File: src/rtl/kul_pkg.sv
// rtl/kul_pkg.sv - shared types, constants and helpers for the sequential Kulkarni multiplier
package kul_pkg;

  typedef enum logic [1:0] {
    IDLE = 2'd0,
    MUL  = 2'd1,
    DONE = 2'd2
  } state_t;

  localparam int HALF_W = 4;
  localparam int RES_W  = 16;

  // Left shift applied to each quadrant product, indexed by schedule step.
  function automatic logic [3:0] quad_shift(input logic [1:0] idx);
    case (idx)
      2'd0:    return 4'd0;
      2'd1:    return 4'd4;
      2'd2:    return 4'd4;
      default: return 4'd8;
    endcase
  endfunction

  // Kulkarni 2x2 block: exact except 3*3, which yields 7 so the result fits 3 bits.
  function automatic logic [3:0] kul2(input logic [1:0] a, input logic [1:0] b);
    if (a == 2'd3 && b == 2'd3) begin
      return 4'd7;
    end
    return {2'b00, a} * {2'b00, b};
  endfunction

endpackage

File: src/rtl/kul4.sv
// rtl/kul4.sv - Kulkarni 4x4 approximate multiplier built from four 2x2 blocks
module kul4
  import kul_pkg::*;
(
  input  logic [HALF_W-1:0]   a,
  input  logic [HALF_W-1:0]   b,
  output logic [2*HALF_W-1:0] p
);

  logic [3:0] pp_ll;
  logic [3:0] pp_hl;
  logic [3:0] pp_lh;
  logic [3:0] pp_hh;

  assign pp_ll = kul2(a[1:0], b[1:0]);
  assign pp_hl = kul2(a[3:2], b[1:0]);
  assign pp_lh = kul2(a[1:0], b[3:2]);
  assign pp_hh = kul2(a[3:2], b[3:2]);

  // Worst case 7 + 28 + 28 + 112 = 175, so eight bits never overflow.
  assign p = {4'b0000, pp_ll}
           + {2'b00, pp_hl, 2'b00}
           + {2'b00, pp_lh, 2'b00}
           + {pp_hh, 4'b0000};

endmodule

File: src/rtl/kul8_seq_mul.sv
// rtl/kul8_seq_mul.sv - iterative 8x8 approximate multiplier sharing one Kul4 core over four cycles
module kul8_seq_mul
  import kul_pkg::*;
#(
  parameter int DATA_W      = 8,
  parameter bit EXACT_HI_EN = 1'b1
) (
  input  logic                clk,
  input  logic                rst_n,
  input  logic                in_valid,
  output logic                in_ready,
  input  logic [DATA_W-1:0]   in_a,
  input  logic [DATA_W-1:0]   in_b,
  input  logic                cfg_exact_hi,
  output logic                out_valid,
  input  logic                out_ready,
  output logic [2*DATA_W-1:0] out_y,
  output logic                busy
);

  localparam int PROD_W = 2 * DATA_W;

  state_t              state_q;
  state_t              state_d;
  logic [1:0]          idx_q;
  logic [DATA_W-1:0]   a_q;
  logic [DATA_W-1:0]   b_q;
  logic                cfg_q;
  logic [PROD_W-1:0]   acc_q;
  logic [PROD_W-1:0]   y_q;

  logic                accept;
  logic [HALF_W-1:0]   kul_a;
  logic [HALF_W-1:0]   kul_b;
  logic [2*HALF_W-1:0] kul_p;
  logic [2*HALF_W-1:0] exact_hi;
  logic [2*HALF_W-1:0] quad_p;
  logic [PROD_W-1:0]   acc_sum;

  assign accept = in_valid & in_ready;

  always_ff @(posedge clk or negedge rst_n) begin
    if (!rst_n) begin
      state_q <= IDLE;
    end else begin
      state_q <= state_d;
    end
  end

  always_comb begin
    state_d = state_q;
    case (state_q)
      IDLE: if (in_valid) state_d = MUL;
      MUL:  if (idx_q == 2'd3) state_d = DONE;
      DONE: if (out_ready) state_d = in_valid ? MUL : IDLE;
      default: state_d = IDLE;
    endcase
  end

  // Accepting in DONE requires the sink to take the current result in the same cycle.
  always_comb begin
    in_ready  = 1'b0;
    out_valid = 1'b0;
    busy      = 1'b0;
    case (state_q)
      IDLE: in_ready = 1'b1;
      MUL:  busy = 1'b1;
      DONE: begin
        out_valid = 1'b1;
        in_ready  = out_ready;
      end
      default: in_ready = 1'b0;
    endcase
  end

  always_comb begin
    kul_a = a_q[HALF_W-1:0];
    kul_b = b_q[HALF_W-1:0];
    case (idx_q)
      2'd0: begin
        kul_a = a_q[HALF_W-1:0];
        kul_b = b_q[HALF_W-1:0];
      end
      2'd1: begin
        kul_a = a_q[2*HALF_W-1:HALF_W];
        kul_b = b_q[HALF_W-1:0];
      end
      2'd2: begin
        kul_a = a_q[HALF_W-1:0];
        kul_b = b_q[2*HALF_W-1:HALF_W];
      end
      default: begin
        kul_a = a_q[2*HALF_W-1:HALF_W];
        kul_b = b_q[2*HALF_W-1:HALF_W];
      end
    endcase
  end

  kul4 u_kul4 (
    .a (kul_a),
    .b (kul_b),
    .p (kul_p)
  );

  assign exact_hi = {4'b0000, a_q[2*HALF_W-1:HALF_W]} * {4'b0000, b_q[2*HALF_W-1:HALF_W]};
  assign quad_p   = (idx_q == 2'd3 && cfg_q) ? exact_hi : kul_p;
  assign acc_sum  = acc_q + (PROD_W'(quad_p) << quad_shift(idx_q));

  // out_y comes from y_q so it only moves on entry to DONE, not while acc builds.
  always_ff @(posedge clk or negedge rst_n) begin
    if (!rst_n) begin
      idx_q <= 2'd0;
      a_q   <= '0;
      b_q   <= '0;
      cfg_q <= 1'b0;
      acc_q <= '0;
      y_q   <= '0;
    end else if (accept) begin
      a_q   <= in_a;
      b_q   <= in_b;
      cfg_q <= cfg_exact_hi & EXACT_HI_EN;
      acc_q <= '0;
      idx_q <= 2'd0;
    end else if (state_q == MUL) begin
      acc_q <= acc_sum;
      idx_q <= idx_q + 2'd1;
      if (idx_q == 2'd3) begin
        y_q <= acc_sum;
      end
    end
  end

  assign out_y = y_q;

endmodule
File: config.mk
export PLATFORM = sky130hd
export DESIGN_NAME = kul8_seq_mul
export DESIGN_NICKNAME = d
export VERILOG_FILES = /design/src/rtl/kul_pkg.sv /design/src/rtl/kul4.sv /design/src/rtl/kul8_seq_mul.sv
export SDC_FILE = /design/constraint.sdc
export NUM_CORES = 1
export LEC_CHECK = 0
export BUFFER_PORTS_ARGS = -buffer_cell sky130_fd_sc_hd__buf_2
export CAP_MARGIN = 20
export CORE_MARGIN = 4
export CORE_UTILIZATION = 55
export DETAILED_ROUTE_END_ITERATION = 6
export PLACE_DENSITY = 0.75
export REMOVE_ABC_BUFFERS = 1
export SYNTH_ARGS = -nofsm -noshare
export SYNTH_HDL_FRONTEND = slang
export SYNTH_SLANG_ARGS = --single-unit
export TNS_END_PERCENT = 10
File: constraint.sdc
create_clock -name clk -period 12.6 [get_ports clk]
set_input_delay 2.52 -clock clk [delete_from_list [all_inputs] [get_ports clk]]
set_output_delay 2.52 -clock clk [all_outputs]
set_load 0.1 [all_outputs]
==> results.json <==
{
  "die_area_um2": 8932,
  "vias": 3357,
  "slew_headroom": 0.4369,
  "setup_violations": 0,
  "synthArstFlopShare": 1.000,
  "wl_um": 8704,
  "synth-edff-count": 0,
  "gp_congestion": 0.8445,
  "drtIter0Drc": 128,
  "track_usage": 0.2084,
  "period_needed_ns": 6.849,
  "grt-busiest-layer": "met2",
  "cp.required_ns": 12.81,
  "pin_count": 40,
  "fin_nets": 600,
  "cts.sinks": 53,
  "max_cap_violations": 0,
  "hold_buffers": 0,
  "synth_top_area_frac": 0.3222,
  "critPathBufInv": 2,
  "rsz0062_at_grt": "false",
  "cts_max_level": 2,
  "ant_nets": 0,
  "syn-cell-area_um2": 4116,
  "met2_usage": 0.3357,
  "routed_via_density": 5.388,
  "fmax_mhz": 146.0,
  "gr-total-overflow": 0,
  "cts_made_buffers": 5,
  "layout_commonest_cell": "nand2_1",
  "place_hpwl_um": 6724,
  "yosysUniqueCellTypes": 48,
  "cts-root-buf": "clkbuf_8",
  "die_h_um": 94.51,
  "holdCritPathClass": "reg -> reg",
  "rows": 31,
  "drv_slew": 0,
  "crit_arrival_ns": 7.05,
  "start_util": 0.5675,
  "yosys_warnings": 0,
  "skew_ns": 0.006203,
  "wl_per_cell_um": 13.97,
  "core_um2": 7253,
  "ys.flop_type": "dfrtp_1",
  "finalSetupTns_ns": 0,
  "grt_pass1_wl_um": 15050,
  "grt_pass1_vias": 3220,
  "max_stage_delay_ns": 0.56,
  "synth_area_per_cell_um2": 8.401,
  "fin_crit_sh": 0.5435,
  "fp.dieW_um": 94.51,
  "layout_common_cells": "nand2_1, dfrtp_1, ha_1",
  "diodes": 0,
  "worst-setup-path-type": "reg -> reg",
  "synth-seq-area-share": 0.3222,
  "drtPass1Iterations": 4,
  "clkTransAtPathRegs_ns": 0.10,
  "synthTopCellsByArea": "dfrtp_1, ha_1, nand2_1, o21ai_0, fa_1",
  "crit_path_start_kind": "register",
  "antenna_found_initial": 0,
  "cp-end-kind": "register",
  "ctsResizeCount": 0,
  "grtUsageMet1": 0.3000,
  "crit_slowest_cell": "nor4_1",
  "area_growth_pct": 9.514,
  "route.detailed.drc": 0,
  "drive_above_1_share": 0.1126,
  "hold_viol_final": 0,
  "critPathTopFamily": "compound AO/OA/AOI/OAI gates",
  "cts_tree": "done",
  "status": "finished, final reports clean",
  "netlist_instances": 490,
  "port_buffers": 39,
  "insertion_delay_ns": 0.31,
  "worst_pin_slew_ns": 0.8426,
  "grt_max_degree": 54,
  "crit_fanout": 6,
  "clock_path_buffers": 2,
  "post_cts_buffers": 0,
  "yosysTopAreaCell": "dfrtp_1",
  "synth_seq_cells": 53,
  "gr-usage-met3": 0.02550
}
[sequential cells by signal, summed over array words and instances (netlist names)]
signal	flops
state_q	2
b_q	8
acc_q	16
idx_q	2
out_y	16
a_q	8
cfg_q	1
[stage by stage]
step	cells	setup WS [ns]	cell area (um^2)	hold WS (ns)	utilization
2_1_floorplan	474	5.988	4055	0.4393	-
3_3_place_gp	613	5.948	4382	0.4561	0.6041
3_5_place_dp	613	5.775	4382	0.4651	0.6041
4_1_cts	621	5.743	4466	0.4877	0.6157
5_1_grt	623	5.324	4508	0.5021	0.6215
6_report	623	5.751	4508	0.4806	0.6215
[cell type report]
| cell class | count | area (um^2) |
|---|---|---|
| clock buffer | 7 | 76.32 |
| clock inverter | 1 | 7.507 |
| fill | 649 | 2745 |
| inverter | 31 | 116.4 |
| multi-input combinational | 390 | 2613 |
| sequential | 53 | 1326 |
| tap | 99 | 123.9 |
| timing repair buffer | 42 | 245.2 |
[worst register-to-register path: stages, from the launching register on]
cell and delay (ns):
dfrtp_1 0.42, inv_1 0.08, ha_1 0.30, or3b_1 0.46, and2_1 0.20, nor4_1 0.56, or2_2 0.24, ha_1 0.22
a21oi_1 0.23, mux2i_1 0.22, a21oi_1 0.11, fa_1 0.55, inv_1 0.05, ha_1 0.31, a21oi_1 0.17, xor2_1 0.30
nor2_1 0.07, a21oi_1 0.13, nor2_1 0.07, ha_1 0.37, a21o_1 0.25, o41a_1 0.43, a211o_1 0.30, a211oi_2 0.21
xnor2_1 0.21, o21ai_0 0.12, a21o_1 0.18
[synthesized netlist by cell type, drive strengths merged, types with 2 or more instances]
cell type	instances
nand2	97
dfrtp	53
ha	47
o21ai	46
nor2	37
inv	31
a21oi	29
and2	16
nand3	16
clkbuf	15
xor2	13
mux2i	10
fa	9
nand2b	9
xnor2	7
a21o	6
a211oi	5
nor3	5
o21a	5
o22ai	5
nor2b	4
nor4	2
o31ai	2
or2	2
or3b	2
[path summary, 6_finish.rpt]
check	from	to	slack, ns	cells past startpoint
worst min register to register	out_y[6]	out_y[6]	0.48	2
worst min-delay path	out_y[6]	out_y[6]	0.48	2
max in group asynchronous	rst_n	a_q[5]	9.83	2
worst max-delay path	idx_q[0]	acc_q[15]	5.75	26
worst max register to register	idx_q[0]	acc_q[15]	5.75	26
min in group asynchronous	rst_n	out_y[4]	2.32	2
[per-layer routing]
metal | share of wire | routed length, um
met1 | 0.50 | 4326
met2 | 0.46 | 4039
met5 | 0 | 0
met3 | 0.027 | 235
met4 | 0.012 | 102
[logic make-up after synthesis]
group / share of synthesized area
mux: 0.02796
xor+xnor: 0.04438
flops: 0.3222
fa+ha+maj: 0.1866
buf+inv: 0.04316
compound gates: 0.1574
simple gates: 0.2182
Power is left out: the tool's default activity adds up to more than one toggle a clock period on the data nets, which glitch-free logic cannot reach.
